## src/rtl/decoder_sel_sequencer.sv

```systemverilog
// Select-index sequencer for decoder_3to8.
// Steps sel_out through 0..2^SEL_W-1. Each index is held for dwell+1 cycles.
// The sweep either wraps for ever or makes one pass and then pulses done.
// start/stop are sampled at each edge. mode and dwell are latched when a sweep starts.
module decoder_sel_sequencer #(
  parameter int unsigned SEL_W   = 3,
  parameter int unsigned DWELL_W = 8
) (
  input  logic               clk,
  input  logic               rst,
  input  logic               start,
  input  logic               stop,
  input  logic               mode,
  input  logic [DWELL_W-1:0] dwell,
  output logic [SEL_W-1:0]   sel_out,
  output logic               active,
  output logic               step,
  output logic               done
);

  typedef enum logic [0:0] {
    StIdle,
    StRun
  } state_e;

  // Last index of a sweep; after it we either wrap or finish.
  localparam logic [SEL_W-1:0] SelMax = '1;

  state_e             state_q, state_d;
  logic [SEL_W-1:0]   sel_q, sel_d;
  logic [DWELL_W-1:0] cnt_q, cnt_d;
  logic [DWELL_W-1:0] dwell_q, dwell_d;
  logic               mode_q, mode_d;
  logic               active_q, active_d;
  logic               step_q, step_d;
  logic               done_q, done_d;

  // Next-state and registered-output decode; pulses default low every cycle.
  always_comb begin
    state_d  = state_q;
    sel_d    = sel_q;
    cnt_d    = cnt_q;
    dwell_d  = dwell_q;
    mode_d   = mode_q;
    active_d = active_q;
    step_d   = 1'b0;
    done_d   = 1'b0;

    unique case (state_q)
      StIdle: begin
        sel_d    = '0;
        cnt_d    = '0;
        active_d = 1'b0;
        // stop has priority, so start+stop together keeps us idle.
        if (start && !stop) begin
          state_d  = StRun;
          active_d = 1'b1;
          dwell_d  = dwell;
          mode_d   = mode;
        end
      end

      StRun: begin
        if (stop) begin
          state_d  = StIdle;
          sel_d    = '0;
          cnt_d    = '0;
          active_d = 1'b0;
        end else if (cnt_q != dwell_q) begin
          cnt_d = cnt_q + DWELL_W'(1);
        end else begin
          cnt_d = '0;
          if (sel_q != SelMax) begin
            sel_d  = sel_q + SEL_W'(1);
            step_d = 1'b1;
          end else if (!mode_q) begin
            sel_d  = '0;
            step_d = 1'b1;
          end else begin
            // Single pass complete: done coincides with the drop of active.
            state_d  = StIdle;
            sel_d    = '0;
            active_d = 1'b0;
            done_d   = 1'b1;
          end
        end
      end

      default: begin
        state_d  = StIdle;
        sel_d    = '0;
        cnt_d    = '0;
        active_d = 1'b0;
      end
    endcase
  end

  // State and output registers with asynchronous active-high reset.
  always_ff @(posedge clk or posedge rst) begin
    if (rst) begin
      state_q  <= StIdle;
      sel_q    <= '0;
      cnt_q    <= '0;
      dwell_q  <= '0;
      mode_q   <= 1'b0;
      active_q <= 1'b0;
      step_q   <= 1'b0;
      done_q   <= 1'b0;
    end else begin
      state_q  <= state_d;
      sel_q    <= sel_d;
      cnt_q    <= cnt_d;
      dwell_q  <= dwell_d;
      mode_q   <= mode_d;
      active_q <= active_d;
      step_q   <= step_d;
      done_q   <= done_d;
    end
  end

  assign sel_out = sel_q;
  assign active  = active_q;
  assign step    = step_q;
  assign done    = done_q;

endmodule

```

## config.mk

```make
export PLATFORM = sky130hd
export DESIGN_NAME = decoder_sel_sequencer
export DESIGN_NICKNAME = d
export VERILOG_FILES = /design/src/rtl/decoder_sel_sequencer.sv
export SDC_FILE = /design/constraint.sdc
export NUM_CORES = 1
export LEC_CHECK = 0
export BUFFER_PORTS_ARGS = -buffer_cell sky130_fd_sc_hd__buf_4
export CAP_MARGIN = 20
export CORE_MARGIN = 8
export CORE_UTILIZATION = 40
export DETAILED_ROUTE_END_ITERATION = 8
export PLACE_DENSITY = 0.69
export SETUP_SLACK_MARGIN = 0.4
export SLEW_MARGIN = 5
export SYNTH_ARGS = -nofsm -noshare
export SYNTH_HDL_FRONTEND = slang
export SYNTH_SLANG_ARGS = --single-unit
```

## constraint.sdc

```tcl
create_clock -name clk -period 1.85 [get_ports clk]
set_clock_uncertainty 0.2 [all_clocks]
set_input_delay 0.185 -clock clk [delete_from_list [all_inputs] [get_ports clk]]
set_output_delay 0.185 -clock clk [all_outputs]
set_load 0.01 [all_outputs]
```

==> summary.txt, run 1 <==
Layout
  – Util after Layout: 0.595
  – Diode count: 0
  – Fin cells: 169
  – Final Instance Area: 0.00163 sq mm
  – Final nets: 155
  – Layout area overhead: 42.5%
  – Leading cell type in the layout, fill and taps excluded: buf_4
  – Layout cells sized above 1: 0.471
  – Most frequent cells in the layout: buf_4 (29), dfrtp_1 (19), dlygate4sd3_1 (10)

Clock network
  – CTS tree: done
  – Clock Tree Buf Depth: 2
  – # clock sinks: 24
  – CTS HTree Levels: 1
  – Worst-path clk slew: 0.13 ns
  – Clock latency on the worst-skew pair: 0.32 ns
  – Root buf cell: clkbuf_4
  – Cts bufs inserted: 3

Synth
  – Sequential element share of the synthesized area: 0.526
  – Net count after synthesis: 111
  – Syn Std Cell Area: 0.00114 sq mm
  – #FFs+latches synth: 24
  – Synthesis Warnings: 0
  – Mean area per synthesized cell: 12.0 sq um
  – Yosys cell types: 27
  – Post-Syn Instances: 95

Pwr
  – Power Density: 704 mW/mm^2
  – Pwr Total: 1.14 mW
  – P_leak: 0.722 nW
  – Peak supply drop: 0.631 mV

Worst setup path
  – R2R setup slack: 0.15 ns
  – Worst Path Buf+Inv: 0
  – RR Endpoint: sel_out[0]
  – Crit. End Element: register
  – Critical path depth in cells: 4
  – Crit path DAT: 1.75 ns
  – Worst reg-to-reg path cell count: 4
  – Crit path from: dwell_q[7]
  – CP Class: register to register
  – CP top delay family: simple AND/OR/NAND/NOR gates
  – Critical path endpoint: sel_out[0]
  – Worst EP required: 1.90 ns
  – CP max-delay cell: or4_4
  – Critical path's largest stage delay: 0.46 ns
  – Worst-path fanout max: 3
  – CP Launch Type: register
  – R2R Path Start: dwell_q[7]
  – Worst-path cell chain: xnor2_2 -> nand4_1 -> or4_4 -> a21oi_2

GRT
  – Initial antenna violation count: 0
  – Global-route wire length before repair: 4.56 mm
  – Vias in the first global route: 983
  – Gr usage total: 0.113
  – Pin count of the biggest net entering global routing: 25
  – Top Usage Layer GRT: met2
  – GR Util met3: 0.0229
  – Aggregate global routing overflow: 0
  – Met2 Use GR: 0.192
  – GRT met1 Usage: 0.122

Route
  – DRC Markers: 0
  – Via/cell ratio: 5.36
  – DRT iter0 DRCs: 26
  – Via count: 905
  – Per-cell routed wire length: 15.8 um
  – Post-DRT Antenna Nets: 0
  – Post-Route WL: 2.67 mm
  – Pre-antenna DRT Iters: 4

Floorplan
  – Die area: 0.00482 sq mm
  – Core area: 0.00273 sq mm
  – Die Y: 69.4 um
  – Die Wd: 69.4 um
  – I/O Pins: 19
  – Row count: 19
  – Starting density of the core: 0.417

Run
  – Max cap viols: 0

STA
  – Final worst slack: 0.153 ns
  – RSZ-0062 raised after global routing: true
  – Fmax: 589 MHz
  – Period Utilization, post-route: 0.917
  – Tmin final: 1.70 ns
  – Final count of negative-setup-slack endpoints: 0
  – Final Hold Vio Count: 2
  – Relative max-transition margin: 0.629
  – WHS: -0.0303 ns
  – Setup TNS: 0 ns
  – Worst slew pin tran: 0.557 ns
  – Slew Limit Fails: 0

Place
  – Post-DP Area: 0.00133 sq mm
  – Pre-CTS WS: 0.109 ns
  – Cells after DPL: 144
  – Placer congestion estimate: 0.752
  – Detailed placer's ending HPWL: 1.72 mm
  – Port buffer count: 18

Status
  – Failing checks: hold timing
  – Status: finished with violations

Min path
  – Hold Path Class: input port to register
[tightest hold or removal path, cell delays in order]
cell and delay, ns:
buf_4 0.09, nor2b_1 0.07, nand2_1 0.07, o21ai_1 0.05
[area by class of cell]
| type | count | area, sq um |
|---|---|---|
| Inverter | 1 | 3.75 |
| Fill cell | 218 | 1110 |
| Sequential cell | 24 | 607 |
| Tap cell | 31 | 38.8 |
| Multi-Input combinational cell | 67 | 589 |
| Timing Repair Buffer | 42 | 352 |
| Clock buffer | 4 | 36.3 |
[layer usage]
metal,vias to the layer above,part of all wire
met2,24,0.54
met5,-,0
met1,451,0.39
li1,423,-
met3,7,0.039
met4,0,0.032
[cell usage after synthesis]
| master | n | area [sq um] |
|---|---|---|
| nand4_2 | 1 | 12.5 |
| nor3b_1 | 2 | 15.0 |
| nand4_1 | 1 | 6.26 |
| inv_1 | 1 | 3.75 |
| nor2b_1 | 1 | 6.26 |
| ha_1 | 3 | 37.5 |
| a21oi_1 | 4 | 20.0 |
| o21ai_1 | 1 | 5.00 |
| or4_1 | 1 | 7.51 |
| a31oi_1 | 1 | 6.26 |
| xnor2_2 | 4 | 65.1 |
| nor3_1 | 7 | 35.0 |
| dfrtp_1 | 24 | 601 |
| nand2b_1 | 1 | 6.26 |
| mux2_2 | 7 | 78.8 |
| and4_1 | 2 | 17.5 |
| nor2_1 | 3 | 11.3 |
| nand2_1 | 2 | 7.51 |
| mux2_1 | 2 | 22.5 |
| o21ai_0 | 3 | 15.0 |
| xor2_1 | 5 | 43.8 |
| and3_1 | 3 | 18.8 |
| xnor2_1 | 5 | 43.8 |
| nor4_1 | 1 | 6.26 |
| clkbuf_1 | 1 | 3.75 |
| nand3_1 | 7 | 35.0 |
| buf_2 | 2 | 10.0 |
[where the power goes]
part | leakage [nW] | switching [mW] | internal, mW
registers | 0.304 | 0.0507 | 0.575
clock network | 0.0210 | 0.161 | 0.120
logic | 0.396 | 0.0961 | 0.141
[cells by family after synthesis]
family	count (synthesis)	share of synthesized area
AND/OR/NAND/NOR	32	0.162
flip-flops	24	0.526
XOR/XNOR	14	0.134
AO/OA/AOI/OAI	9	0.0406
multiplexers	9	0.0888
buffers and inverters	4	0.0153
adder cells (fa/ha/maj)	3	0.0329
[sequential cells by signal, summed over array words and instances (netlist names)]
name,count
cnt_q,8
dwell_q,8
sel_out,3
active,1
done,1
mode_q,1
state_q,1
step,1
[worst min path at each step]
stage | startpoint | end | slack, ns | cells past startpoint
2_1_floorplan | rst | active | -0.0004 | 1
3_3_place_gp | rst | dwell_q[6] | 0.05 | 3
3_5_place_dp | rst | dwell_q[4] | 0.06 | 3
4_1_cts | stop | active | -0.03 | 4
5_1_grt | stop | active | 0.007 | 4
6_report | stop | active | -0.03 | 4
[repair_timing]
item | CTS | global route
resized for setup | 13 | 9
hold buffers | 10 | 0
endpoints found under the setup margin | 20 | 24
pin swaps | 5 | 4
gates cloned | 1 | 0
setup buffers | 8 | 2
endpoints found under the hold margin | 36 | 0
No activity file was read; power rests on OpenSTA's default activity.
==> inputs of run 2 (changes only) <==
--- a/config.mk
+++ b/config.mk
@@ -7,7 +7,6 @@
 export LEC_CHECK = 0
 export BUFFER_PORTS_ARGS = -buffer_cell sky130_fd_sc_hd__buf_4
 export CAP_MARGIN = 20
-export CORE_MARGIN = 8
 export CORE_UTILIZATION = 40
 export DETAILED_ROUTE_END_ITERATION = 8
 export PLACE_DENSITY = 0.69
==> summary.txt, run 2 (synthesis results as in run 1) <==
Status
  – Status: complete, no violations

GRT
  – Pin count of the biggest net entering global routing: 25
  – Vias in the first global route: 954
  – Global-route wire length before repair: 4.27 mm
  – Initial antenna violation count: 0
  – Aggregate global routing overflow: 0
  – Gr usage total: 0.180

Layout
  – Layout area overhead: 47.3%
  – Final Instance Area: 0.00168 sq mm
  – Layout cells sized above 1: 0.469
  – Most frequent cells in the layout: buf_4 (32), dfrtp_1 (21), dlygate4sd3_1 (11)
  – Leading cell type in the layout, fill and taps excluded: buf_4
  – Final nets: 160
  – Diode count: 0
  – Layout fillers: 199

Pwr
  – Pwr Total: 1.28 mW
  – Power Density: 759 mW/mm^2
  – Peak supply drop: 0.615 mV
  – P_leak: 0.771 nW

Route
  – DRC Markers: 0
  – Pre-antenna DRT Iters: 4
  – Via count: 919
  – DRT iter0 DRCs: 5
  – Post-Route WL: 2.58 mm
  – Post-DRT Antenna Nets: 0
  – Per-cell routed wire length: 14.8 um
  – Via/cell ratio: 5.28

STA
  – Relative max-transition margin: 0.642
  – RSZ-0062 raised after global routing: true
  – Setup TNS: 0 ns
  – WHS: 0.136 ns
  – Period Utilization, post-route: 0.900
  – Slew Limit Fails: 0
  – Final Hold Vio Count: 0
  – Worst slew pin tran: 0.537 ns
  – Fmax: 600 MHz
  – Final count of negative-setup-slack endpoints: 0
  – Tmin final: 1.67 ns
  – Final worst slack: 0.184 ns

Worst setup path
  – Worst-path fanout max: 2
  – Crit path DAT: 1.73 ns
  – Worst reg-to-reg path cell count: 4
  – Worst-path cell chain: xnor2_2 -> nand4_2 -> or4_4 -> a21oi_2
  – CP Class: register to register
  – CP max-delay cell: or4_4
  – Critical path's largest stage delay: 0.49 ns
  – Worst EP required: 1.91 ns
  – Crit. End Element: register
  – CP Launch Type: register

Clock network
  – Root buf cell: clkbuf_4
  – CTS HTree Levels: 1
  – Clock Tree Buf Depth: 2
  – Cts bufs inserted: 3
  – # clock sinks: 24
  – Worst-path clk slew: 0.14 ns
  – Clock latency on the worst-skew pair: 0.33 ns
  – CTS tree: done

Place
  – Post-DP Area: 0.00133 sq mm
  – Port buffer count: 18
  – Pre-CTS WS: 0.103 ns
  – Detailed placer's ending HPWL: 1.55 mm
  – Placer congestion estimate: 0.749

Floorplan
  – Row count: 19
  – Die Wd: 55.4 um
  – Die Y: 55.4 um
  – I/O Pins: 19
  – Die area: 0.00307 sq mm
  – Core area: 0.00273 sq mm
  – Starting density of the core: 0.417

Run
  – Max cap viols: 0

Min path
  – Hold Path Class: input port to register
  – Hold path depth: 4
-- run 2: per-layer routing --
metal  GRT usage  wire, um
met2       0.310      1360
met4      0.0929        63
met3      0.0304        53
met5           0         0
met1       0.217      1110
-- run 2: final cells by class --
type,instances,area [sq um],area share
clock buffer,3,22.5,0.0134
clock inverter,1,30.0,0.0179
sequential,24,604,0.360
tap,31,38.8,0.0231
timing repair buffer,47,395,0.235
multi-input combinational,67,586,0.348
inverter,1,3.75,0.00223
-- run 2: worst paths after layout --
check	slack [ns]	endpoint	start
worst max register to register	0.18	sel_out[0]	cnt_q[0]
worst max-delay path	0.18	sel_out[0]	cnt_q[0]
max in group asynchronous	0.95	cnt_q[2]	rst
worst min register to register	0.33	mode_q	mode_q
worst min-delay path	0.14	dwell_q[4]	stop
min in group asynchronous	0.24	dwell_q[6]	rst
-- run 2: stage by stage --
step           instances  utilization
2_1_floorplan         95            -
3_3_place_gp         144        0.488
3_5_place_dp         144        0.488
4_1_cts              170        0.583
5_1_grt              174        0.615
6_report             174        0.615
-- run 2: power breakdown --
part           switching, mW  internal [mW]
logic                 0.0973          0.164
clock network          0.169          0.219
registers             0.0516          0.575
total                  0.318          0.958
-- run 2: what timing repair did --
action / CTS / global route
pin swaps: 6 / 5
resized for setup: 8 / 13
gates cloned: 0 / 1
endpoints found under the hold margin: 36 / 0
hold buffers: 11 / 0
buffers inserted: 11 / 3
setup endpoints to repair: 19 / 25
-- run 2: worst max-delay path: cells and delay by family, from the launching register on --
kind / cells / cell delay (ns)
and+or+nand+nor: 2 / 0.63
AOI/OAI and AO/OA: 1 / 0.12
xor gates and xnor gates: 1 / 0.20
DFF: 1 / 0.46
==> inputs of run 3 (changes only) <==
--- a/config.mk
+++ b/config.mk
@@ -10,6 +10,7 @@
 export CORE_UTILIZATION = 40
 export DETAILED_ROUTE_END_ITERATION = 8
 export PLACE_DENSITY = 0.69
+export REMOVE_ABC_BUFFERS = 1
 export SETUP_SLACK_MARGIN = 0.4
 export SLEW_MARGIN = 5
 export SYNTH_ARGS = -nofsm -noshare
==> summary.txt, run 3 (synthesis results as in run 1) <==
Status
  – Status: complete, no violations

Floorplan
  – Die Wd: 55.4 um
  – Die area: 0.00307 sq mm
  – Core area: 0.00273 sq mm
  – I/O Pins: 19
  – Row count: 19
  – Starting density of the core: 0.417
  – Die Y: 55.4 um

Clock network
  – Worst-path clk slew: 0.14 ns
  – CTS HTree Levels: 1
  – Clock Tree Buf Depth: 2
  – # clock sinks: 24
  – CTS tree: done
  – Clock latency on the worst-skew pair: 0.32 ns
  – Root buf cell: clkbuf_4
  – Cts bufs inserted: 3

STA
  – WHS: 0.137 ns
  – Tmin final: 1.67 ns
  – RSZ-0062 raised after global routing: true
  – Fmax: 600 MHz
  – Final count of negative-setup-slack endpoints: 0
  – Slew Limit Fails: 0
  – Setup TNS: 0 ns
  – Relative max-transition margin: 0.661
  – Worst slew pin tran: 0.508 ns
  – Final Hold Vio Count: 0
  – Period Utilization, post-route: 0.900

Layout
  – Diode count: 0
  – Most frequent cells in the layout: buf_4 (35), dfrtp_1 (21), dlygate4sd3_1 (11)
  – Util after Layout: 0.634
  – Leading cell type in the layout, fill and taps excluded: buf_4
  – Layout cells sized above 1: 0.490
  – Layout area overhead: 52.0%
  – Final nets: 162
  – Layout fillers: 210
  – Fin cells: 176

GRT
  – Gr usage total: 0.185
  – Vias in the first global route: 959
  – Aggregate global routing overflow: 0
  – Pin count of the biggest net entering global routing: 25
  – Initial antenna violation count: 0
  – Global-route wire length before repair: 4.46 mm

Place
  – Detailed placer's ending HPWL: 1.44 mm
  – Cells after DPL: 145
  – Placer congestion estimate: 0.750
  – Port buffer count: 18

Worst setup path
  – Worst reg-to-reg path cell count: 4
  – Crit path DAT: 1.72 ns
  – R2R Path Start: sel_out[0]
  – CP Class: register to register
  – Worst-path fanout max: 2
  – Worst EP required: 1.90 ns
  – RR Endpoint: sel_out[0]
  – CP Launch Type: register
  – R2R setup slack: 0.18 ns
  – Crit. End Element: register

Pwr
  – Power Density: 746 mW/mm^2
  – Peak supply drop: 0.512 mV
  – P_leak: 0.795 nW

Route
  – Post-DRT Antenna Nets: 0
  – Metal-1 WL: 1.16 mm
  – Via count: 893
  – DRT iter0 DRCs: 15
  – Top routing layer used: met4
  – Post-Route WL: 2.52 mm
  – Met3 wire length: 45 um
  – Via/cell ratio: 5.07
  – DRC Markers: 0
  – Per-cell routed wire length: 14.3 um
  – Met2 wire len: 1.28 mm
  – Pre-antenna DRT Iters: 2

Min path
  – Hold Path Class: input port to register
  – Hold path depth: 5
  – Hold Crit Start: stop
  – Worst hold endpoint: state_q

Run
  – Max cap viols: 0
[run 3: cell types whose count changed in the layout (fill, tap and decap cells not counted), sizes merged]
cell  before  now
buf       36   38
[run 3: layout make-up]
class | instances | area [sq um] | area share
multi-input cells | 67 | 628 | 0.362
inverters | 1 | 3.75 | 0.00216
well taps | 31 | 38.8 | 0.0224
flip-flops and latches | 24 | 604 | 0.348
clock inverters | 1 | 30.0 | 0.0173
repair buffers | 49 | 407 | 0.234
clock buffers | 3 | 22.5 | 0.0130
[run 3: worst max path at each step]
stage,from,end,slack (ns)
after global routing,cnt_q[5],done,0.13
final,sel_out[0],sel_out[0],0.18
after global placement,sel_out[0],sel_out[0],0.17
after detailed placement,cnt_q[6],sel_out[0],0.1
after CTS,sel_out[0],sel_out[0],0.19
after floorplan,state_q,dwell_q[0],-0.16
[run 3: stage by stage]
| stage | power (mW) | instance area (sq um) | setup WS, ns |
|---|---|---|---|
| 6_report | 1.29 | 1730 | 0.184 |
| 5_1_grt | 1.36 | 1730 | 0.130 |
| 4_1_cts | 1.29 | 1690 | 0.192 |
| 3_5_place_dp | 0.819 | 1330 | 0.0973 |
| 3_3_place_gp | 0.810 | 1330 | 0.168 |
| 2_1_floorplan | 0.755 | 1130 | -0.156 |
[run 3: where the power goes]
part           leakage, nW  switching, mW  total [mW]  internal, mW
Combinational        0.459          0.107       0.295         0.189
Clock               0.0279          0.155       0.374         0.219
Sequential           0.308         0.0503       0.625         0.575
[run 3: repair_timing]
item,in CTS,in global routing
hold buffers,11,0
setup endpoints to repair,24,24
pin swaps,8,7
hold endpoints to repair,36,0
setup buffers,13,2
gates cloned,1,0
gates resized for setup,28,5
[run 3: critical path, stage by stage (launching register included)]
cell,delay (ns)
dfrtp_1,0.41
ha_2,0.20
ha_4,0.16
or4_4,0.51
a21oi_2,0.12
[run 3: layer usage]
metal,global-route usage,up-vias
met5,0,-
met4,0.0750,0
met3,0.0234,4
met2,0.305,9
met1,0.247,441
li1,-,439
